===== src/rtl/ulaw_encode_writer_if.sv =====
// Sample stream in, mu-law code writes out: the bus between a sample
// producer, the encoder and the memory image it fills.
interface ulaw_encode_writer_if #(
  parameter int ADDR_WIDTH = 16,
  parameter int LIN_WIDTH  = 14
);
  logic                  in_valid;
  logic                  in_ready;
  logic [LIN_WIDTH-1:0]  in_data;
  logic [ADDR_WIDTH-1:0] mem_addr;
  logic [7:0]            mem_data;
  logic                  mem_we;

  modport master (
    output in_valid, in_data,
    input  in_ready, mem_addr, mem_data, mem_we
  );

  modport slave (
    input  in_valid, in_data,
    output in_ready, mem_addr, mem_data, mem_we
  );
endinterface


===== src/rtl/ulaw_encode_writer.sv =====
// Streaming G.711 mu-law encoder that writes COUNT codes to consecutive
// addresses from ADDR_BASE through a two-stage pipeline, then reports done.
module ulaw_encode_writer #(
  parameter int                    ADDR_WIDTH = 16,
  parameter logic [ADDR_WIDTH-1:0] ADDR_BASE  = '0,
  parameter int                    COUNT      = 400,
  parameter int                    LIN_WIDTH  = 14
) (
  input  logic                  clk,
  input  logic                  rst,
  input  logic                  start,
  input  logic                  reset,
  ulaw_encode_writer_if.slave   bus,
  output logic                  busy,
  output logic                  done,
  output logic [ADDR_WIDTH-1:0] count
);

  localparam int                   CNT_W    = ADDR_WIDTH + 1;
  localparam logic [CNT_W-1:0]     LAST_ACC = CNT_W'(COUNT - 1);
  localparam logic [LIN_WIDTH:0]   MAG_MAX  = (LIN_WIDTH + 1)'(8158);

  typedef enum logic [1:0] {
    ST_IDLE,
    ST_BUSY,
    ST_FLUSH,
    ST_DONE
  } state_t;

  state_t                r_state;
  logic                  r_busy;
  logic                  r_done;
  logic [CNT_W-1:0]      r_acc_cnt;
  logic                  r_s1_valid;
  logic                  r_s1_s;
  logic [12:0]           r_s1_b;
  logic                  r_s2_valid;
  logic [7:0]            r_s2_code;
  logic [ADDR_WIDTH-1:0] r_addr;
  logic [ADDR_WIDTH-1:0] r_count;

  logic                  w_clear;
  logic                  w_accept;
  logic                  w_sign;
  logic [LIN_WIDTH:0]    w_ext;
  logic [LIN_WIDTH:0]    w_mag;
  logic [12:0]           w_b;

  // Chord is the MSB position of the biased magnitude; mantissa is the next 4 bits.
  function automatic logic [7:0] f_encode(input logic s, input logic [12:0] b);
    logic [2:0] chord;
    logic [3:0] mant;
    chord = 3'd0;
    mant  = b[4:1];
    for (int p = 6; p <= 12; p++) begin
      if (b[p]) begin
        chord = 3'(p - 5);
        mant  = b[p-1 -: 4];
      end
    end
    return ~{s, chord, mant};
  endfunction

  assign w_clear      = !rst || reset;
  assign bus.in_ready = (r_state == ST_BUSY);
  assign w_accept     = bus.in_valid && bus.in_ready;

  always_comb begin
    // NOTE: every always_comb output is assigned on every path so no latch is inferred.
    w_sign = bus.in_data[LIN_WIDTH-1];
    w_ext  = {w_sign, bus.in_data};
    w_mag  = w_sign ? (~w_ext + 1'b1) : w_ext;
    if (w_mag > MAG_MAX) w_b = 13'd8191;
    else                 w_b = w_mag[12:0] + 13'd33;
  end

  // NOTE: sequential state uses non-blocking assignments so every register sees pre-edge values.
  always_ff @(posedge clk) begin
    if (w_clear) begin
      r_state    <= ST_IDLE;
      r_busy     <= 1'b0;
      r_done     <= 1'b0;
      r_acc_cnt  <= '0;
      r_s1_valid <= 1'b0;
      r_s1_s     <= 1'b0;
      r_s1_b     <= '0;
      r_s2_valid <= 1'b0;
      r_s2_code  <= 8'hFF;
      r_addr     <= ADDR_BASE;
      r_count    <= '0;
    end else begin
      r_s1_valid <= w_accept;
      if (w_accept) begin
        r_s1_s <= w_sign;
        r_s1_b <= w_b;
      end

      r_s2_valid <= r_s1_valid;
      if (r_s1_valid) r_s2_code <= f_encode(r_s1_s, r_s1_b);

      // Address and count advance once per issued write.
      if (r_s2_valid) begin
        r_addr  <= r_addr + 1'b1;
        r_count <= r_count + 1'b1;
      end

      unique case (r_state)
        ST_IDLE: begin
          if (start) begin
            r_state   <= ST_BUSY;
            r_busy    <= 1'b1;
            r_acc_cnt <= '0;
            r_addr    <= ADDR_BASE;
            r_count   <= '0;
          end
        end
        ST_BUSY: begin
          if (w_accept) begin
            r_acc_cnt <= r_acc_cnt + 1'b1;
            if (r_acc_cnt == LAST_ACC) r_state <= ST_FLUSH;
          end
        end
        ST_FLUSH: begin
          // Stage 1 empty means the final write is on the bus this cycle.
          if (!r_s1_valid) begin
            r_state <= ST_DONE;
            r_busy  <= 1'b0;
            r_done  <= 1'b1;
          end
        end
        ST_DONE: begin
          r_state <= ST_DONE;
        end
        default: r_state <= ST_IDLE;
      endcase
    end
  end

  assign bus.mem_we   = r_s2_valid;
  assign bus.mem_data = r_s2_code;
  assign bus.mem_addr = r_addr;
  assign busy         = r_busy;
  assign done         = r_done;
  assign count        = r_count;

endmodule

===== src/flat_wrapper.sv =====
// flat-port wrapper written by rule: the top's interface ports become plain ports
module ulaw_encode_writer_flat 
#(
  parameter int                    ADDR_WIDTH = 16,
  parameter logic [ADDR_WIDTH-1:0] ADDR_BASE  = '0,
  parameter int                    COUNT      = 400,
  parameter int                    LIN_WIDTH  = 14
)
  (clk, rst, start, reset, busy, done, count, bus_in_valid, bus_in_data, bus_in_ready, bus_mem_addr, bus_mem_data, bus_mem_we);
  ulaw_encode_writer_if #(.ADDR_WIDTH(ADDR_WIDTH), .LIN_WIDTH(LIN_WIDTH)) bus_i ();
  input  logic clk;
  input  logic rst;
  input  logic start;
  input  logic reset;
  output logic busy;
  output logic done;
  output logic [ADDR_WIDTH-1:0] count;
  input wire logic [$bits(bus_i.in_valid)-1:0] bus_in_valid;
  input wire logic [$bits(bus_i.in_data)-1:0] bus_in_data;
  output wire logic [$bits(bus_i.in_ready)-1:0] bus_in_ready;
  output wire logic [$bits(bus_i.mem_addr)-1:0] bus_mem_addr;
  output wire logic [$bits(bus_i.mem_data)-1:0] bus_mem_data;
  output wire logic [$bits(bus_i.mem_we)-1:0] bus_mem_we;
  assign bus_i.in_valid = bus_in_valid;
  assign bus_i.in_data = bus_in_data;
  assign bus_in_ready = bus_i.in_ready;
  assign bus_mem_addr = bus_i.mem_addr;
  assign bus_mem_data = bus_i.mem_data;
  assign bus_mem_we = bus_i.mem_we;
  ulaw_encode_writer #(.ADDR_WIDTH(ADDR_WIDTH), .ADDR_BASE(ADDR_BASE), .COUNT(COUNT), .LIN_WIDTH(LIN_WIDTH)) u_core (.clk(clk), .rst(rst), .start(start), .reset(reset), .bus(bus_i), .busy(busy), .done(done), .count(count));
endmodule

===== config.mk =====
export PLATFORM = sky130hd
export DESIGN_NAME = ulaw_encode_writer_flat
export DESIGN_NICKNAME = d
export VERILOG_FILES = /design/src/rtl/ulaw_encode_writer_if.sv /design/src/rtl/ulaw_encode_writer.sv /design/src/flat_wrapper.sv
export SDC_FILE = /design/constraint.sdc
export NUM_CORES = 1
export LEC_CHECK = 0
export ABC_AREA = 1
export CORE_UTILIZATION = 50
export DETAILED_ROUTE_END_ITERATION = 12
export PLACE_DENSITY = 0.75
export REMOVE_ABC_BUFFERS = 1
export SKIP_LAST_GASP = 1
export SLEW_MARGIN = 20
export SYNTH_ARGS = -nofsm -noshare
export SYNTH_HDL_FRONTEND = slang
export SYNTH_SLANG_ARGS = --single-unit

===== constraint.sdc =====
create_clock -name clk -period 2.38 [get_ports clk]
set_clock_uncertainty 0.15 [all_clocks]
set_input_delay 0.357 -clock clk [delete_from_list [all_inputs] [get_ports clk]]
set_output_delay 0.357 -clock clk [all_outputs]
set_load 0.03 [all_outputs]

**Yosys cells after proc, flatten, opt, wreduce, memory -nomap -nowiden**

Index checks and enable logic that the tools add are counted.

- Add/subtract/negate cells: 5
- Magnitude comparators: 1
- Eq/ne operators: 8
- Multiplexer cells: 37
- Bitwise operators: 3
- Reduce and logical (&&, ||, !) cells: 10

Operators with widths:

| operator | number |
|---|---|
| $mux W16 | 6 |
| $mux W4 | 9 |
| $mux W17 | 2 |
| $pmux W17 S2 | 1 |
| $add A16 B1 Y16 const B | 2 |
| $mux W3 | 6 |
| $add A17 B1 Y17 const B | 1 |
| $eq A17 B9 Y1 const B | 1 |
| $add A15 B1 Y15 const B | 1 |
| $gt A15 B13 Y1 const B | 1 |
| $mux W15 | 1 |
| $not A15 Y15 | 1 |
| $add A13 B6 Y13 const B | 1 |
| $mux W13 | 1 |
| $mux W2 | 6 |
| $ne A2 B2 Y1 const B | 4 |
| $not A8 Y8 | 1 |
| $pmux W2 S4 | 1 |
| $reduce_and A3 Y1 | 2 |
| $eq A2 B2 Y1 const B | 2 |
| $reduce_and A4 Y1 | 1 |
| $reduce_bool A2 Y1 | 2 |
| $mux W1 | 3 |
| $eq A2 B1 Y1 const B | 1 |
| other kinds (7) | 7 |

- Flip-flop bits (word level): 77
- Bits of input ports: 19
- Output and inout bits: 44
- Logic and storage cells: 75

**Logic depth before layout (Yosys ltp)**

Gate-level depths: netlist of the first run.

- Depth in word-level cells: 10
- Mapped depth: 15

**Least setup slack after synthesis of the first run**

No wires, ideal clock.

- Kind: input to register
- Start point: input bus_in_data[0]
- End point: register u_core.r_s1_b[10]
- Library setup time: 113 ps
- Arrival: 1,819 ps
- Required time: 2,117 ps
- Slack: 298 ps
- Cell stages on the path: 14
- Path buffers: 0
- Path through: inv_2 ha_1 nand2_1 o21ai_1 ha_1 inv_1 a21oi_1 nand3_1 nand2_1 nand2_2 o21ai_1 nand2_1 o21ai_1 inv_1

- Longest elaborated chain between the ends: 5

RTL lines:

| element | RTL line | source |
|---|---|---|
| start: declaration | flat_wrapper.sv:19 | `input wire logic [$bits(bus_i.in_data)-1:0] bus_in_data;` |
| $not A15 Y15 | ulaw_encode_writer.sv:72 | `w_mag = w_sign ? (~w_ext + 1'b1) : w_ext;` |
| $add A15 B1 Y15 | ulaw_encode_writer.sv:72 |  |
| $mux W15 (*) | ulaw_encode_writer.sv:72 |  |
| $add A13 B6 Y13 / $gt A15 B13 Y1 (equally long branches) | ulaw_encode_writer.sv:74, ulaw_encode_writer.sv:73 |  |
| $mux W13 (*) | ulaw_encode_writer.sv:73 | `if (w_mag > MAG_MAX) w_b = 13'd8191;` |
| end signal: assignment | ulaw_encode_writer.sv:95 | `r_s1_b <= w_b;` |
| end: declaration | ulaw_encode_writer.sv:36 | `logic [12:0] r_s1_b;` |

Mark *: on every way between the ends. The rest lies on a longest branch, timed or not.
A chain may end at the register's enable or synchronous reset.

**Worst setup path after layout of the first run**

- Start point: input bus_in_data[13]
- End point: register u_core.r_s1_b[8]

- Longest elaborated chain between the ends: 5

RTL lines:

| element | RTL line |
|---|---|
| $not A15 Y15 | ulaw_encode_writer.sv:72 |
| $add A15 B1 Y15 | ulaw_encode_writer.sv:72 |
| $mux W15 (*) | ulaw_encode_writer.sv:72 |
| $gt A15 B13 Y1 | ulaw_encode_writer.sv:73 |
| $mux W13 (*) | ulaw_encode_writer.sv:73 |

Marks and branches as above.

==> impl_metrics.json, run 1 <==
{
  "die_w_um": 92.64,
  "finalHoldViolations": 0,
  "period_share_pct": 90.04,
  "critical_path_depth": 12,
  "vias": 4075,
  "timing.reg2reg.worst_path_depth": 10,
  "hold_start": "u_core.r_s1_s",
  "timing.critical_path.from_type": "primary input",
  "worstPathArrival_ns": 2.27,
  "worst_ep_required_time_ns": 2.51,
  "grt_first_pass_wirelength_mm": 15.86,
  "maxSlewHeadroom_pct": 69.91,
  "finalPower_mw": 2.654,
  "synth_top_family_by_area": "simple AND/OR/NAND/NOR gates",
  "max-cap-violations": 0,
  "synth_area_leaders": "dfxtp_1 37%, nand2_1 9.7%, nor2_1 6.5%",
  "outcome": "complete, no violations",
  "synth.yosys.warnings": 0,
  "netlist_area_before_placement_um2": 4108,
  "htree_num_levels": 3,
  "grt_remaining_overflow": 0,
  "slew_violations": 0,
  "fin_crit_ns": 2.143,
  "post_synth_and_or_nand_nor_area_fraction_pct": 32.32,
  "finalWeightedCongestion": 0.9622,
  "grt_use_total_pct": 22.47,
  "worst-setup-path-type": "primary input to flip-flop",
  "worst-path-max-fanout": 9,
  "fin_cells": 782,
  "hpwl_mm": 6.899,
  "synth_xor_area_share_pct": 2.985,
  "cellPowerDensity_nw_per_um2": 506.2,
  "antenna_left": 0,
  "flow.area_growth_from_synthesis_pct": 27.63,
  "route.detailed.drc": 0,
  "cts_buffers": 9,
  "synth_cell_types": 46,
  "clock-root-buffer": "clkbuf_8",
  "detailedPlace.worstSlack_ns": -0.3244,
  "hold_class": "flip-flop to flip-flop",
  "pin_count": 63,
  "grt_start_max_net_pins": 26,
  "rsz0062_at_grt": "no",
  "finalHoldWorstSlack_ns": 0.3002,
  "crit-reg2reg-launch": "u_core.r_acc_cnt[0]",
  "drt-vias-per-instance": 5.211,
  "drt_iter0_markers": 181,
  "cp-endpoint": "u_core.r_s1_b[8]",
  "synth_enable_flop_cells": 0,
  "worstSetupEndpointType": "flip-flop",
  "final_util_pct": 66.80,
  "placed_cells_incl_taps": 767,
  "timing.setup.tns_ns": 0,
  "yosysSeqAreaShare_pct": 37.04,
  "vdd.ir_drop.worst_uv": 325.2,
  "finalWorstSetupSlack_ns": 0.2369,
  "synth-compound-area-share_pct": 17.39,
  "cts_num_sinks": 76,
  "report.final.setup_viol": 0,
  "max-clock-path-buffers": 2,
  "cts_tree": "built",
  "crit_path_top_delay_cell": "clkdlybuf4s50_1",
  "synth.most_common_cell": "nand2_1",
  "first_global_vias": 3719,
  "worst_skew_pair.late_latency_ns": 0.35,
  "cp_slowest_stage_delay_ns": 0.62,
  "synth.cells.most_frequent": "106 x nand2_1, 76 x dfxtp_1, 71 x nor2_1, 66 x inv_1, 47 x a21oi_1",
  "die_height_um": 92.64,
  "postLayoutCellArea_um2": 5243,
  "initial_utilization_pct": 52.34,
  "design.die.area_um2": 8582,
  "synthCells": 589,
  "filler_cell_count": 693,
  "synth_top_cell_by_area": "dfxtp_1",
  "crit_buf_inv": 3,
  "post_dp_cell_area_um2": 4996,
  "number_of_optimization_iterations_in_the_first_detailed_route_pass": 6,
  "critPathTopFamily": "buffers and inverters",
  "clk_transition_reported_paths_ns": 0.08,
  "grt_antenna_before_repair": 0,
  "antenna_cells_inserted": 0,
  "std_cell_rows": 32,
  "synthArstFlopShare_pct": 0,
  "r2r_end": "u_core.r_acc_cnt[16]",
  "slew_of_the_pin_with_the_lowest_slew_margin_ns": 0.4507,
  "fin_nets": 701,
  "route.detailed.wl_per_inst_um": 11.51,
  "core_region_area_um2": 7848,
  "synthesis.area_per_instance_um2": 6.974,
  "critical_path.startpoint": "bus_in_data[13]",
  "ff2ff_setup_slack_ns": 0.35,
  "placement.io_buffers": 62,
  "synth_flop_cell": "dfxtp_1",
  "drt-total-wl_mm": 9.003,
  "synth_fa_ha_area_share_pct": 1.828,
  "timing.fmax_mhz": 466.6,
  "synth_seq_cells": 76,
  "synthMuxAreaShare_pct": 0,
  "cts_hold_repair.buffers": 0,
  "leakagePower_nw": 2.003,
  "synth_top_area_share_pct": 37.04,
  "post_cts_setup_repair_buffer_count": 0,
  "critical_path.cell_chain": "clkdlybuf4s50_1, buf_4, o21ai_1, nand2_1, nand2_1, nand2_2, nand2_2, nor2_1, nand3_2, nand2_4, inv_4, a21oi_2",
  "fraction_of_final_layout_cells_sized_beyond_drive_strength_1_pct": 13.82
}
[worst min path at each step]
| stage | to | slack [ns] | cells after the start |
|---|---|---|---|
| floorplan | u_core.bus.mem_data[7] | 0.26 | 1 |
| global placement | u_core.bus.mem_data[7] | 0.29 | 1 |
| detailed placement | u_core.bus.mem_data[7] | 0.29 | 1 |
| CTS | u_core.bus.mem_data[7] | 0.30 | 1 |
| global route | u_core.bus.mem_data[7] | 0.32 | 1 |
| finish | u_core.bus.mem_data[7] | 0.30 | 1 |
[where the power goes]
part	switching, mW	leakage [nW]	internal (mW)	total, mW
Sequential	0.00756	0.614	1.28	1.28
Clock	0.463	0.109	0.614	1.08
Combinational	0.166	1.28	0.126	0.292
Total	0.637	2.00	2.02	2.65
[cell families (layout without fill, tap and decap cells)]
logic type,Yosys count,count (layout)
and+or+nand+nor,282,282
xor gates and xnor gates,14,14
adders and majority gates,6,6
buffers and inverters,88,179
AOI/OAI and AO/OA,123,123
DFF,76,76
[cell type report]
type	count	area (um2)	share of cell area, %
Tap cell	102	127.6	2.434
Clock buffer	11	141.4	2.697
Sequential cell	76	1523	29.05
Timing Repair Buffer	89	828.3	15.80
Clock inverter	4	73.82	1.408
Inverter	75	284.0	5.418
Multi-Input combinational cell	425	2265	43.20
[cells in the final DEF, fill, tap and decap left out, types with 2 or more instances in the layout]
master	Yosys	layout
a211oi_1	3	3
a21oi_1	47	46
a21oi_2	8	9
a22oi_1	2	2
a31oi_1	2	2
and2_1	2	2
and3_1	2	2
buf_4	1	27
bufinv_16	0	2
clkbuf_8	0	10
clkdlybuf4s50_1	0	60
clkinv_1	2	2
dfxtp_1	76	75
dlymetal6s2s_1	0	2
ha_1	6	5
inv_1	66	66
inv_2	6	6
nand2_1	106	105
nand2_2	6	7
nand2_4	3	3
nand3_1	42	41
nand3_2	3	4
nand3b_1	3	3
nand4_1	10	10
nor2_1	71	70
nor2_2	6	7
nor2_4	4	4
nor3_1	13	12
nor3_2	4	5
nor3b_1	4	4
o211ai_1	2	2
o21a_1	6	6
o21ai_0	34	34
o21ai_1	10	9
o221ai_1	3	3
xnor2_1	2	2
xor2_1	12	12
[sequential cells by signal, summed over array words and instances (netlist names)]
name	cells
u_core.count	16
u_core.bus.mem_data	8
u_core.done	1
u_core.r_s1_valid	1
u_core.r_acc_cnt	17
u_core.r_state	2
u_core.r_s1_s	1
u_core.bus.mem_we	1
u_core.busy	1
u_core.bus.mem_addr	16
u_core.r_s1_b	12
[what timing repair did]
| action | in CTS | in global routing |
|---|---|---|
| gates resized for setup | 0 | 10 |
| hold endpoints to repair | 0 | 0 |
| endpoints found under the setup margin | 0 | 14 |
[per-layer routing]
layer	global-route usage, %	vias up	wire [um]
li1	-	2117	-
met1	29.66	1849	4373
met2	37.59	100	4148
met3	3.366	9	367
met4	7.308	0	112
met5	0	-	0
(Power assumes the default switching activity.)
==> run 2: changes to the inputs <==
--- a/config.mk
+++ b/config.mk
@@ -11,7 +11,6 @@
 export PLACE_DENSITY = 0.75
 export REMOVE_ABC_BUFFERS = 1
 export SKIP_LAST_GASP = 1
-export SLEW_MARGIN = 20
 export SYNTH_ARGS = -nofsm -noshare
 export SYNTH_HDL_FRONTEND = slang
 export SYNTH_SLANG_ARGS = --single-unit
==> results of run 2 <==
Final layout, timing and power as in run 1 (identical DEF).
==> run 3: changes to the inputs <==
==> constraint.sdc (replaced) <==
create_clock -name clk -period 2.38 [get_ports clk]
set_clock_uncertainty 0.15 [all_clocks]
set_input_delay 0.476 -clock clk [delete_from_list [all_inputs] [get_ports clk]]
set_output_delay 0.476 -clock clk [all_outputs]
set_load 0.03 [all_outputs]
==> run 3 against run 2 <==
Against the previous run: critical endpoint is now bus_in_ready; clock-buffer cell count down 1; largest cell class unchanged; setup slack worse by 0.11 ns; register-to-register slack worse by 0.10 ns; hold slack worse by 0.00082 ns; utilization up 1.3 points; power about the same; clock power about the same; combinational power up 6%; first-iteration DRC count up 2.2%; critical path depth down 9.
==> impl_metrics.json, run 3 (synthesized netlist as in run 1, its figures left out) <==
{
  "die_w_um": 92.64,
  "die_height_um": 92.64,
  "report.final.setup_viol": 0,
  "cts_buffers": 9,
  "period_share_pct": 94.47,
  "core_region_area_um2": 7848,
  "hpwl_mm": 7.261,
  "cts_tree": "built",
  "worst-setup-path-type": "flip-flop to output port",
  "critPathTopFamily": "buffers and inverters",
  "maxSlewHeadroom_pct": 69.22,
  "max-clock-path-buffers": 2,
  "cp_slowest_stage_delay_ns": 0.69,
  "finalHoldViolations": 0,
  "worst_skew_pair.late_latency_ns": 0.34,
  "flow.area_growth_from_synthesis_pct": 30.19,
  "grt_antenna_before_repair": 0,
  "finalWeightedCongestion": 0.9372,
  "filler_cell_count": 717,
  "design.die.area_um2": 8582,
  "rsz0062_at_grt": "no",
  "slew_of_the_pin_with_the_lowest_slew_margin_ns": 0.4611,
  "initial_utilization_pct": 52.34,
  "finalHoldWorstSlack_ns": 0.2994,
  "fin_nets": 718,
  "placed_cells_incl_taps": 782,
  "routed_met3_length_um": 419,
  "grt_use_total_pct": 23.77,
  "clock-root-buffer": "clkbuf_8",
  "flip_flop_count_of_the_largest_register_all_copies_and_words_added": 17,
  "hold_class": "flip-flop to flip-flop",
  "detailedPlace.worstSlack_ns": -0.4727,
  "placement.io_buffers": 62,
  "number_of_optimization_iterations_in_the_first_detailed_route_pass": 4,
  "antenna_left": 0,
  "wirelength_met1_mm": 4.443,
  "grt_first_pass_wirelength_mm": 16.70,
  "critical_path.startpoint": "u_core.r_state[0]",
  "antenna_cells_inserted": 0,
  "timing.fmax_mhz": 444.8,
  "route.detailed.drc": 0,
  "vdd.ir_drop.worst_uv": 422.0,
  "outcome": "complete, no violations",
  "finalWorstSetupSlack_ns": 0.1317,
  "max-cap-violations": 0,
  "drt-vias-per-instance": 5.211,
  "drt_iter0_markers": 185,
  "layout_common_cells": "106 x nand2_1, 76 x dfxtp_1, 70 x nor2_1",
  "fin_crit_ns": 2.248,
  "fraction_of_final_layout_cells_sized_beyond_drive_strength_1_pct": 15.33,
  "critical_path.cell_chain": "inv_2, nor2_4, clkdlybuf4s50_1",
  "fin_cells": 800,
  "worstSetupEndpointType": "output port",
  "leakagePower_nw": 2.079,
  "pin_count": 63,
  "htree_num_levels": 3,
  "final_common_cell": "nand2_1",
  "cellPowerDensity_nw_per_um2": 495.8,
  "drt-total-wl_mm": 9.600,
  "first_global_vias": 4008,
  "timing.critical_path.from_type": "flip-flop",
  "std_cell_rows": 32,
  "cts_num_sinks": 76,
  "slew_violations": 0,
  "hold_start": "u_core.r_s1_s",
  "grt_remaining_overflow": 0,
  "vias": 4169,
  "top_signal_layer_used": "met4",
  "worstPathArrival_ns": 1.62,
  "worst_ep_required_time_ns": 1.75,
  "clk_transition_reported_paths_ns": 0.07,
  "crit_buf_inv": 2,
  "crit_path_top_delay_cell": "clkdlybuf4s50_1",
  "worst-path-max-fanout": 4,
  "grt_start_max_net_pins": 26,
  "wl_met2_mm": 4.641,
  "crit-reg2reg-launch": "u_core.r_acc_cnt[0]",
  "route.detailed.wl_per_inst_um": 12.00,
  "top_register": "u_core.r_acc_cnt"
}
[run 3: area by class of cell]
type	instances	area [um2]	area share, %
clock buffers	10	127.6	2.387
clock inverters	6	86.33	1.614
inverters	75	284.0	5.311
multi-input cells	425	2250	42.07
flip-flops and latches	76	1521	28.45
well taps	102	127.6	2.387
repair buffers	106	950.9	17.78
[run 3: metal layers]
metal | vias to the layer above | track usage (%)
met2 | 94 | 42.59
met5 | - | 0
met4 | 0 | 5.641
met3 | 10 | 5.747
met1 | 1905 | 28.52
li1 | 2160 | -
[run 3: timing repair]
item | in CTS | in global routing
hold buffers | 0 | 0
pin swaps | 6 | 0
resized for setup | 4 | 2
buffers inserted | 2 | 0
endpoints found under the setup margin | 8 | 9
gates cloned | 0 | 0
[run 3: stage by stage]
| stage | TNS [ns] | area [um2] | utilization, % | power (mW) |
|---|---|---|---|---|
| after floorplan | -8.348 | 4045 | - | 1.473 |
| after global placement | -3.530 | 5109 | 65.10 | 1.611 |
| after detailed placement | -4.497 | 5109 | 65.10 | 1.618 |
| after CTS | 0 | 5343 | 68.08 | 2.678 |
| after global routing | 0 | 5348 | 68.14 | 2.770 |
| final | 0 | 5348 | 68.14 | 2.651 |
[run 3: final timing paths]
| kind | cells past startpoint | slack (ns) | end |
|---|---|---|---|
| max | 3 | 0.13 | bus_in_ready |
| min | 1 | 0.30 | u_core.bus.mem_data[7] |
| max reg2reg | 10 | 0.25 | u_core.r_acc_cnt[16] |
| min reg2reg | 1 | 0.30 | u_core.bus.mem_data[7] |
[run 3: power by group]
part | internal (mW) | total, mW | switching (mW)
combinational | 0.139 | 0.310 | 0.171
clock | 0.591 | 1.06 | 0.467
sequential | 1.28 | 1.28 | 0.00753
total | 2.01 | 2.65 | 0.645
